**src/rtl/mul_stream_loader.sv**
```systemverilog
// Stream loader for the 131x128 multiplier: packs A/B from 32-bit words, starts the
// accelerator, captures the product and drains it as nine words. Optional: MUL_STREAM_OVERSIZE_CHK_EN.
module mul_stream_loader #(
  parameter int WORD_W      = 32,
  parameter int TIMEOUT_CYC = 64
) (
  input  logic              clk,
  input  logic              rst_n,
  input  logic              s_valid,
  input  logic [WORD_W-1:0] s_data,
  output logic              s_ready,
  output logic              m_valid,
  output logic [WORD_W-1:0] m_data,
  output logic              m_last,
  input  logic              m_ready,
  output logic              acc_start,
  output logic [130:0]      acc_a,
  output logic [127:0]      acc_b,
  input  logic              acc_ready,
  input  logic [258:0]      acc_p,
  output logic              busy,
  output logic              err_timeout
`ifdef MUL_STREAM_OVERSIZE_CHK_EN
  ,
  output logic              err_oversize
`endif
);

  typedef enum logic [2:0] {
    ST_LOAD_A = 3'd0,
    ST_LOAD_B = 3'd1,
    ST_START  = 3'd2,
    ST_WAIT   = 3'd3,
    ST_DRAIN  = 3'd4
  } state_t;

  localparam logic [15:0] TMAX = 16'(TIMEOUT_CYC - 1);

  state_t         state_r;
  logic [2:0]     cnt_r;
  logic [15:0]    tcnt_r;
  logic [3:0]     idx_r;
  logic [287:0]   prod_r;
  logic [130:0]   acc_a_r;
  logic [127:0]   acc_b_r;
  logic           s_ready_r;
  logic           m_valid_r;
  logic [31:0]    m_data_r;
  logic           m_last_r;
  logic           acc_start_r;
  logic           busy_r;
  logic           err_timeout_r;
`ifdef MUL_STREAM_OVERSIZE_CHK_EN
  logic           err_oversize_r;
`endif

  logic           s_hs_s;
  logic           m_hs_s;
  logic [3:0]     idx_nxt_s;

  // Picks one 32-bit word of the zero-extended product; out-of-range indices read as zero.
  function automatic logic [31:0] word_sel(input logic [287:0] v, input logic [3:0] i);
    if (i > 4'd8) begin
      return 32'd0;
    end else begin
      return v[32*int'(i) +: 32];
    end
  endfunction

`ifdef MUL_STREAM_OVERSIZE_CHK_EN
  // A word 4 only contributes bits 2:0 to the 131-bit operand.
  function automatic logic oversize(input logic [31:0] w);
    return |w[31:3];
  endfunction
`endif

  // Handshake qualifiers
  always_comb begin
    s_hs_s    = s_valid && s_ready_r;
    m_hs_s    = m_valid_r && m_ready;
    idx_nxt_s = idx_r + 4'd1;
  end

  // Control FSM; every output register is loaded with its value for the state being entered.
  always_ff @(posedge clk or negedge rst_n) begin
    if (!rst_n) begin
      state_r        <= ST_LOAD_A;
      cnt_r          <= 3'd0;
      tcnt_r         <= 16'd0;
      idx_r          <= 4'd0;
      prod_r         <= 288'd0;
      acc_a_r        <= 131'd0;
      acc_b_r        <= 128'd0;
      s_ready_r      <= 1'b0;
      m_valid_r      <= 1'b0;
      m_data_r       <= 32'd0;
      m_last_r       <= 1'b0;
      acc_start_r    <= 1'b0;
      busy_r         <= 1'b0;
      err_timeout_r  <= 1'b0;
`ifdef MUL_STREAM_OVERSIZE_CHK_EN
      err_oversize_r <= 1'b0;
`endif
    end else begin
      acc_start_r    <= 1'b0;
      err_timeout_r  <= 1'b0;
`ifdef MUL_STREAM_OVERSIZE_CHK_EN
      err_oversize_r <= 1'b0;
`endif
      case (state_r)
        ST_LOAD_A: begin
          s_ready_r <= 1'b1;
          if (s_hs_s) begin
            busy_r <= 1'b1;
            case (cnt_r)
              3'd0:    acc_a_r[31:0]    <= s_data;
              3'd1:    acc_a_r[63:32]   <= s_data;
              3'd2:    acc_a_r[95:64]   <= s_data;
              3'd3:    acc_a_r[127:96]  <= s_data;
              3'd4:    acc_a_r[130:128] <= s_data[2:0];
              default: acc_a_r          <= acc_a_r;
            endcase
            if (cnt_r == 3'd4) begin
              cnt_r <= 3'd0;
`ifdef MUL_STREAM_OVERSIZE_CHK_EN
              if (oversize(s_data)) begin
                err_oversize_r <= 1'b1;
                busy_r         <= 1'b0;
              end else begin
                state_r <= ST_LOAD_B;
              end
`else
              state_r <= ST_LOAD_B;
`endif
            end else begin
              cnt_r <= cnt_r + 3'd1;
            end
          end
        end
        ST_LOAD_B: begin
          if (s_hs_s) begin
            case (cnt_r)
              3'd0:    acc_b_r[31:0]   <= s_data;
              3'd1:    acc_b_r[63:32]  <= s_data;
              3'd2:    acc_b_r[95:64]  <= s_data;
              3'd3:    acc_b_r[127:96] <= s_data;
              default: acc_b_r         <= acc_b_r;
            endcase
            if (cnt_r == 3'd3) begin
              cnt_r       <= 3'd0;
              state_r     <= ST_START;
              s_ready_r   <= 1'b0;
              acc_start_r <= 1'b1;
            end else begin
              cnt_r <= cnt_r + 3'd1;
            end
          end
        end
        ST_START: begin
          tcnt_r  <= 16'd0;
          state_r <= ST_WAIT;
        end
        ST_WAIT: begin
          // A late acc_ready still beats a timeout that lands on the same cycle.
          if (acc_ready) begin
            prod_r    <= {29'd0, acc_p};
            m_valid_r <= 1'b1;
            m_data_r  <= acc_p[31:0];
            m_last_r  <= 1'b0;
            idx_r     <= 4'd0;
            tcnt_r    <= 16'd0;
            state_r   <= ST_DRAIN;
          end else if (tcnt_r == TMAX) begin
            err_timeout_r <= 1'b1;
            s_ready_r     <= 1'b1;
            busy_r        <= 1'b0;
            tcnt_r        <= 16'd0;
            state_r       <= ST_LOAD_A;
          end else begin
            tcnt_r <= tcnt_r + 16'd1;
          end
        end
        ST_DRAIN: begin
          if (m_hs_s) begin
            if (idx_r == 4'd8) begin
              m_valid_r <= 1'b0;
              m_data_r  <= 32'd0;
              m_last_r  <= 1'b0;
              idx_r     <= 4'd0;
              s_ready_r <= 1'b1;
              busy_r    <= 1'b0;
              state_r   <= ST_LOAD_A;
            end else begin
              idx_r    <= idx_nxt_s;
              m_data_r <= word_sel(prod_r, idx_nxt_s);
              m_last_r <= (idx_nxt_s == 4'd8);
            end
          end
        end
        default: begin
          state_r   <= ST_LOAD_A;
          cnt_r     <= 3'd0;
          idx_r     <= 4'd0;
          s_ready_r <= 1'b0;
          m_valid_r <= 1'b0;
          m_last_r  <= 1'b0;
          busy_r    <= 1'b0;
        end
      endcase
    end
  end

  assign s_ready      = s_ready_r;
  assign m_valid      = m_valid_r;
  assign m_data       = m_data_r;
  assign m_last       = m_last_r;
  assign acc_start    = acc_start_r;
  assign acc_a        = acc_a_r;
  assign acc_b        = acc_b_r;
  assign busy         = busy_r;
  assign err_timeout  = err_timeout_r;
`ifdef MUL_STREAM_OVERSIZE_CHK_EN
  assign err_oversize = err_oversize_r;
`endif

endmodule
```
**config.mk**
```make
export PLATFORM = sky130hd
export DESIGN_NAME = mul_stream_loader
export DESIGN_NICKNAME = d
export VERILOG_FILES = /design/src/rtl/mul_stream_loader.sv
export SDC_FILE = /design/constraint.sdc
export NUM_CORES = 1
export LEC_CHECK = 0
export CORE_MARGIN = 4
export CORE_UTILIZATION = 28
export CTS_CLUSTER_DIAMETER = 150
export DETAILED_ROUTE_END_ITERATION = 6
export GPL_TIMING_DRIVEN = 0
export SLEW_MARGIN = 30
export SYNTH_ARGS = -nofsm -noshare
export SYNTH_HDL_FRONTEND = slang
export SYNTH_SLANG_ARGS = --single-unit
```
**constraint.sdc**
```tcl
create_clock -name clk -period 9 [get_ports clk]
set_clock_uncertainty 0.15 [all_clocks]
set_input_delay 0.9 -clock clk [delete_from_list [all_inputs] [get_ports clk]]
set_output_delay 0.9 -clock clk [all_outputs]
set_load 0.05 [all_outputs]
```
==> results of run 1 <==
## report_power, final
group          leakage (nW)  internal [mW]  total (mW)  switching [mW]
combinational          6.83          0.123       0.229           0.106
clock                  1.16           1.72        2.89            1.17
sequential             8.13           2.62        2.62               0
## placed cells by master (no fill, tap or decap), types with 6 or more instances in the layout
cell type	count
mux4_2	64
nand2_1	809
clkdlybuf4s50_1	591
nand4_1	6
o221ai_1	28
clkbuf_16	72
mux2i_1	30
ha_1	9
nor2_1	23
buf_16	7
nand3_1	12
o21ai_0	41
inv_1	12
clkbuf_8	14
xor2_1	7
a31oi_1	7
dfrtp_1	582
mux2_2	259
clkinv_2	11
clkbuf_1	95
a21oi_1	11
buf_2	30
## registers in the layout (all words and copies together), names as in the netlist
| name | cells |
|---|---|
| prod_r | 259 |
| acc_a | 131 |
| acc_b | 128 |
| m_data | 32 |
| tcnt_r | 16 |
| idx_r | 4 |
| cnt_r | 3 |
| state_r | 3 |
| acc_start | 1 |
| busy | 1 |
| err_timeout | 1 |
| m_last | 1 |
| m_valid | 1 |
| s_ready | 1 |
## per-stage QoR
stage,power (mW),cells,setup slack [ps],cell area (µm²)
final,5.73,3963,4680,34200
after global placement,2.90,3824,-20720,31600
after detailed placement,2.90,3831,4550,31900
after CTS,5.81,3958,4530,34200
after floorplan,2.67,2088,6140,24300
after global routing,5.94,3959,4380,34200
## cell families after synthesis
family / share of synthesized area
simple gates: 0.145
flops: 0.600
mux: 0.192
buf+inv: 0.0236
compound gates: 0.0303
xor+xnor: 0.00397
fa+ha+maj: 0.00464
## cell type report
| type | count | share of cell area |
|---|---|---|
| plain buffers | 120 | 0.0155 |
| clock inverters | 25 | 0.00899 |
| clock buffers | 102 | 0.0600 |
| repair buffers | 599 | 0.179 |
| flip-flops and latches | 582 | 0.425 |
| inverters | 12 | 0.00132 |
| diodes | 5 | 0.000365 |
| well taps | 1144 | 0.0418 |
| multi-input cells | 1374 | 0.268 |
## how the worst min path moves through the flow
stage                      from  depth (start not counted)     endpoint
floorplan           prod_r[100]                          2  prod_r[100]
global placement    prod_r[254]                          2  prod_r[254]
detailed placement  prod_r[241]                          2  prod_r[241]
CTS                       rst_n                          1     acc_b[4]
global route              rst_n                          1    acc_a[65]
finish                    rst_n                          1    acc_a[65]
## routing by layer
layer  track usage  vias up
met5             0        -
met4        0.0623       30
met3        0.0694      146
met2         0.330      794
met1         0.235     9220
li1              -     8410
==> flow_summary.toml, run 1 <==
[run_status]
status = "finished, final reports clean"

[sta]
final_max_slew_viol_count = 0
min_period_over_period = 0.480
finalHoldViolCount = 0
max_clock_freq_mhz = 232
period_minus_slack_ps = 4320
tightest_slew_ps = 1060
rsz0062_at_grt = "false"
maxSlewHeadroom = 0.293
setup_tns_ps = 0
setup_violations = 0
whs_ps = 121

[drt]
wl_met2_mm = 43.8
wl_per_cell_um = 23.2
drtAntennaViolNets = 0
wl_met3_mm = 9.53
dr.pass1.iters = 5
wl_mm = 91.9
drt-met1-wl_mm = 35.6
via_per_inst = 4.69
drc_errors = 0
vias = 18600
drt_iter0_drc = 1019
top_layer = "met5"

[die]
core_um2 = 85500
rows = 107
dieArea_um2 = 91500
io_pins = 593
start_util = 0.284
die_w_um = 303
die_h_um = 303

[cts]
clk_root_buffer_cell = "clkbuf_16"
insertion_delay_ps = 600
cts_tree = "done"
clk_pin_slew_worst_paths_ps = 60
cts_buffers = 70
cts_setup_buffers = 0
ctsHoldBuffers = 0
cts.sinks = 582
cts.repair.resized = 0
htreeDepth = 3
cts_max_path_buffers = 3

[synthesis]
yosysMostFrequentCell = "nand2_1"
ys_warn_count = 0
syn_avg_cell_area_um2 = 11.6
yosysSeqAreaShare = 0.600
synth_area_leaders = "dfrtp_1 60%, nand2_1 13%, mux2_2 12%, mux4_2 5.9%, mux2i_1 1.2%"
synth_top_cells_by_count = "809 x nand2_1, 582 x dfrtp_1, 259 x mux2_2"
yosys.cell_types.count = 56
synth.top_cell.area_share = 0.600
synth-seq-cells = 582
synth_enable_flop_cells = 0
synth_top_area_cell = "dfrtp_1"
async_flop_share = 1.00
ys.flop_type = "dfrtp_1"
synthesis.nets = 2393
synth_area_um2 = 24300
netlist_instances = 2088

[worst_setup_path]
cp-start-kind = "flip-flop"
worstSetupEndpoint = "m_data[29]"
crit_type = "reg2reg"
cp.arrival_ps = 4630
crit_start = "idx_r[0]"
reg2reg_slack_ps = 4680
slowest_delay_ps = 850
end_kind = "flip-flop"
reg2reg_depth = 8
rr_endpoint = "m_data[29]"
crit_cells = 8
worstPathRequired_ps = 9310
worst-path-buf-inv = 4
reg2reg_from = "idx_r[0]"
critPathMaxFanout = 10
cp_top_family = "buffers and inverters"
crit_slowest_cell = "buf_1"
critical_path.cell_chain = "clkbuf_1 -> inv_1 -> ha_1 -> buf_1 -> buf_1 -> mux4_2 -> mux2i_1 -> o221ai_1"
crit_path_frequent_cell = "buf_1"

[cells_and_area]
drive_gt1_frac = 0.176
utilization = 0.400
nets = 3064
multi_input_area_um2 = 9170
seqCellArea_um2 = 14600
area_growth_pct = 41.0
fillers = 8291

[worst_hold_path]
hold_class = "in2async"

[global_routing]
grt_start_max_net_pins = 83
track_usage = 0.196
first_global_vias = 18989
antenna_found_initial = 25
grt-ovfl-total = 0
grt_pass1_wl_mm = 131

[run]
max-cap-violations = 0

[placed_design]
gp_congestion = 0.876
hpwlAfterDp_mm = 70.6
io_buffer_count = 592

[pwr]
ir_worst_vdd_v = 0.000103
power_density_nw_per_um2 = 168
leakagePower_nw = 16.1
No activity file was read; power rests on OpenSTA's default activity.
==> run 2, diff against run 1 <==
clock period = 4.4 ns   (was 9 ns; I/O delays follow)
==> flow_summary.toml, run 2 (synthesis gave the netlist of run 1 again) <==
[run_status]
status = "finished, final reports clean"

[placed_design]
io_buffer_count = 592
post-place-ws_ps = -50.2
place_inst = 3831
gp_congestion = 0.876
hpwlAfterDp_mm = 70.6
placed_cell_area_um2 = 31900

[worst_setup_path]
cp-start-kind = "flip-flop"
crit_slowest_cell = "ha_1"
crit_type = "reg2reg"
crit_start = "idx_r[0]"
critPathMaxFanout = 12
cp.arrival_ps = 4210
worst-path-buf-inv = 3
worstPathRequired_ps = 4700
crit_path_frequent_cell = "clkbuf_1"
reg2reg_from = "idx_r[0]"
cp_top_family = "buffers and inverters"
slowest_delay_ps = 810
critical_path.cell_chain = "clkbuf_1 -> inv_1 -> ha_1 -> clkbuf_1 -> mux4_2 -> mux2i_1 -> o221ai_1"
end_kind = "flip-flop"

[cts]
cts_setup_buffers = 0
cts_buffers = 70
htreeDepth = 3
clk_pin_slew_worst_paths_ps = 60
cts_tree = "done"
cts_max_path_buffers = 3
clk_root_buffer_cell = "clkbuf_16"
cts.sinks = 582
insertion_delay_ps = 600

[sta]
max_clock_freq_mhz = 256
tightest_slew_ps = 995
setup_violations = 0
maxSlewHeadroom = 0.334
setup_tns_ps = 0
min_period_over_period = 0.888
period_minus_slack_ps = 3910
final_max_slew_viol_count = 0
finalHoldViolCount = 0
rsz0062_at_grt = "false"
setup_ws_ps = 495

[global_routing]
track_usage = 0.196
antenna_found_initial = 25
grt-ovfl-total = 0
grt_start_max_net_pins = 83
grt_pass1_wl_mm = 131
first_global_vias = 18989

[cells_and_area]
final_common_cell = "nand2_1"
final_area_um2 = 34200
largest_register_ffs = 259
area_growth_pct = 41.0
utilization = 0.400
final_cell_mix = "809 x nand2_1, 591 x clkdlybuf4s50_1, 582 x dfrtp_1"
drive_gt1_frac = 0.176
regMostFlops = "prod_r"
fillers = 8292
stdcell_count = 3963
nets = 3064

[drt]
via_per_inst = 4.69
drtAntennaViolNets = 0
vias = 18579
wl_mm = 92.0
dr.pass1.iters = 5
drc_errors = 0
wl_per_cell_um = 23.2
drt_iter0_drc = 1062

[die]
io_pins = 593
die_h_um = 303
start_util = 0.284
die_w_um = 303
rows = 107
core_um2 = 85500
dieArea_um2 = 91500

[pwr]
leakagePower_nw = 16.1
ir_worst_vdd_v = 0.000210
power_density_nw_per_um2 = 343

[run]
max-cap-violations = 0

[worst_hold_path]
hold_class = "in2reg"
min_from = "acc_p[70]"
run 2: final timing paths:
path,cells past startpoint,to,slack [ps]
max reg2reg,7,m_data[4],490
min reg2reg,2,prod_r[119],320
min in group asynchronous,2,acc_a[65],260
min,3,prod_r[70],200
max,7,m_data[4],490
max in group asynchronous,5,prod_r[234],2110
run 2: worst register-to-register path: stages (launching register included):
cell,delay (ps)
dfrtp_1,380
clkbuf_1,630
inv_1,250
ha_1,810
clkbuf_1,680
mux4_2,530
mux2i_1,190
o221ai_1,140
run 2: power breakdown:
group / internal [mW] / switching, mW / leakage [nW] / total, mW
clock network: 3.51 / 2.40 / 1.16 / 5.91
logic: 0.252 / 0.217 / 6.83 / 0.469
registers: 5.35 / 0 / 8.13 / 5.35
run 2: through the flow:
stage | power, mW | hold WS, ps
after floorplan | 5.46 | -5.59
after global placement | 5.93 | 303
after detailed placement | 5.93 | 307
after CTS | 11.9 | 159
after global routing | 12.1 | 188
final | 11.7 | 202
run 2: what timing repair did:
action,4_1_cts,5_1_grt
setup endpoints to repair,8,2
endpoints found under the hold margin,71,0
hold buffers,1,0
gates resized for setup,2,0
run 2: area by class of cell:
class	count	area (µm²)	area share
plain buffers	119	533	0.0156
clock buffers	102	2050	0.0600
repair buffers	600	6130	0.179
flip-flops and latches	582	14600	0.425
clock inverters	25	308	0.00899
well taps	1144	1430	0.0418
diodes	5	12.5	0.000365
inverters	12	45.0	0.00132
multi-input cells	1374	9170	0.268
run 2: metal layers:
layer,routed length (µm),vias up,GRT usage
met5,204,-,0
met4,2750,30,0.0623
met3,9560,143,0.0693
met2,43900,776,0.330
met1,35600,9217,0.235
li1,-,8413,-
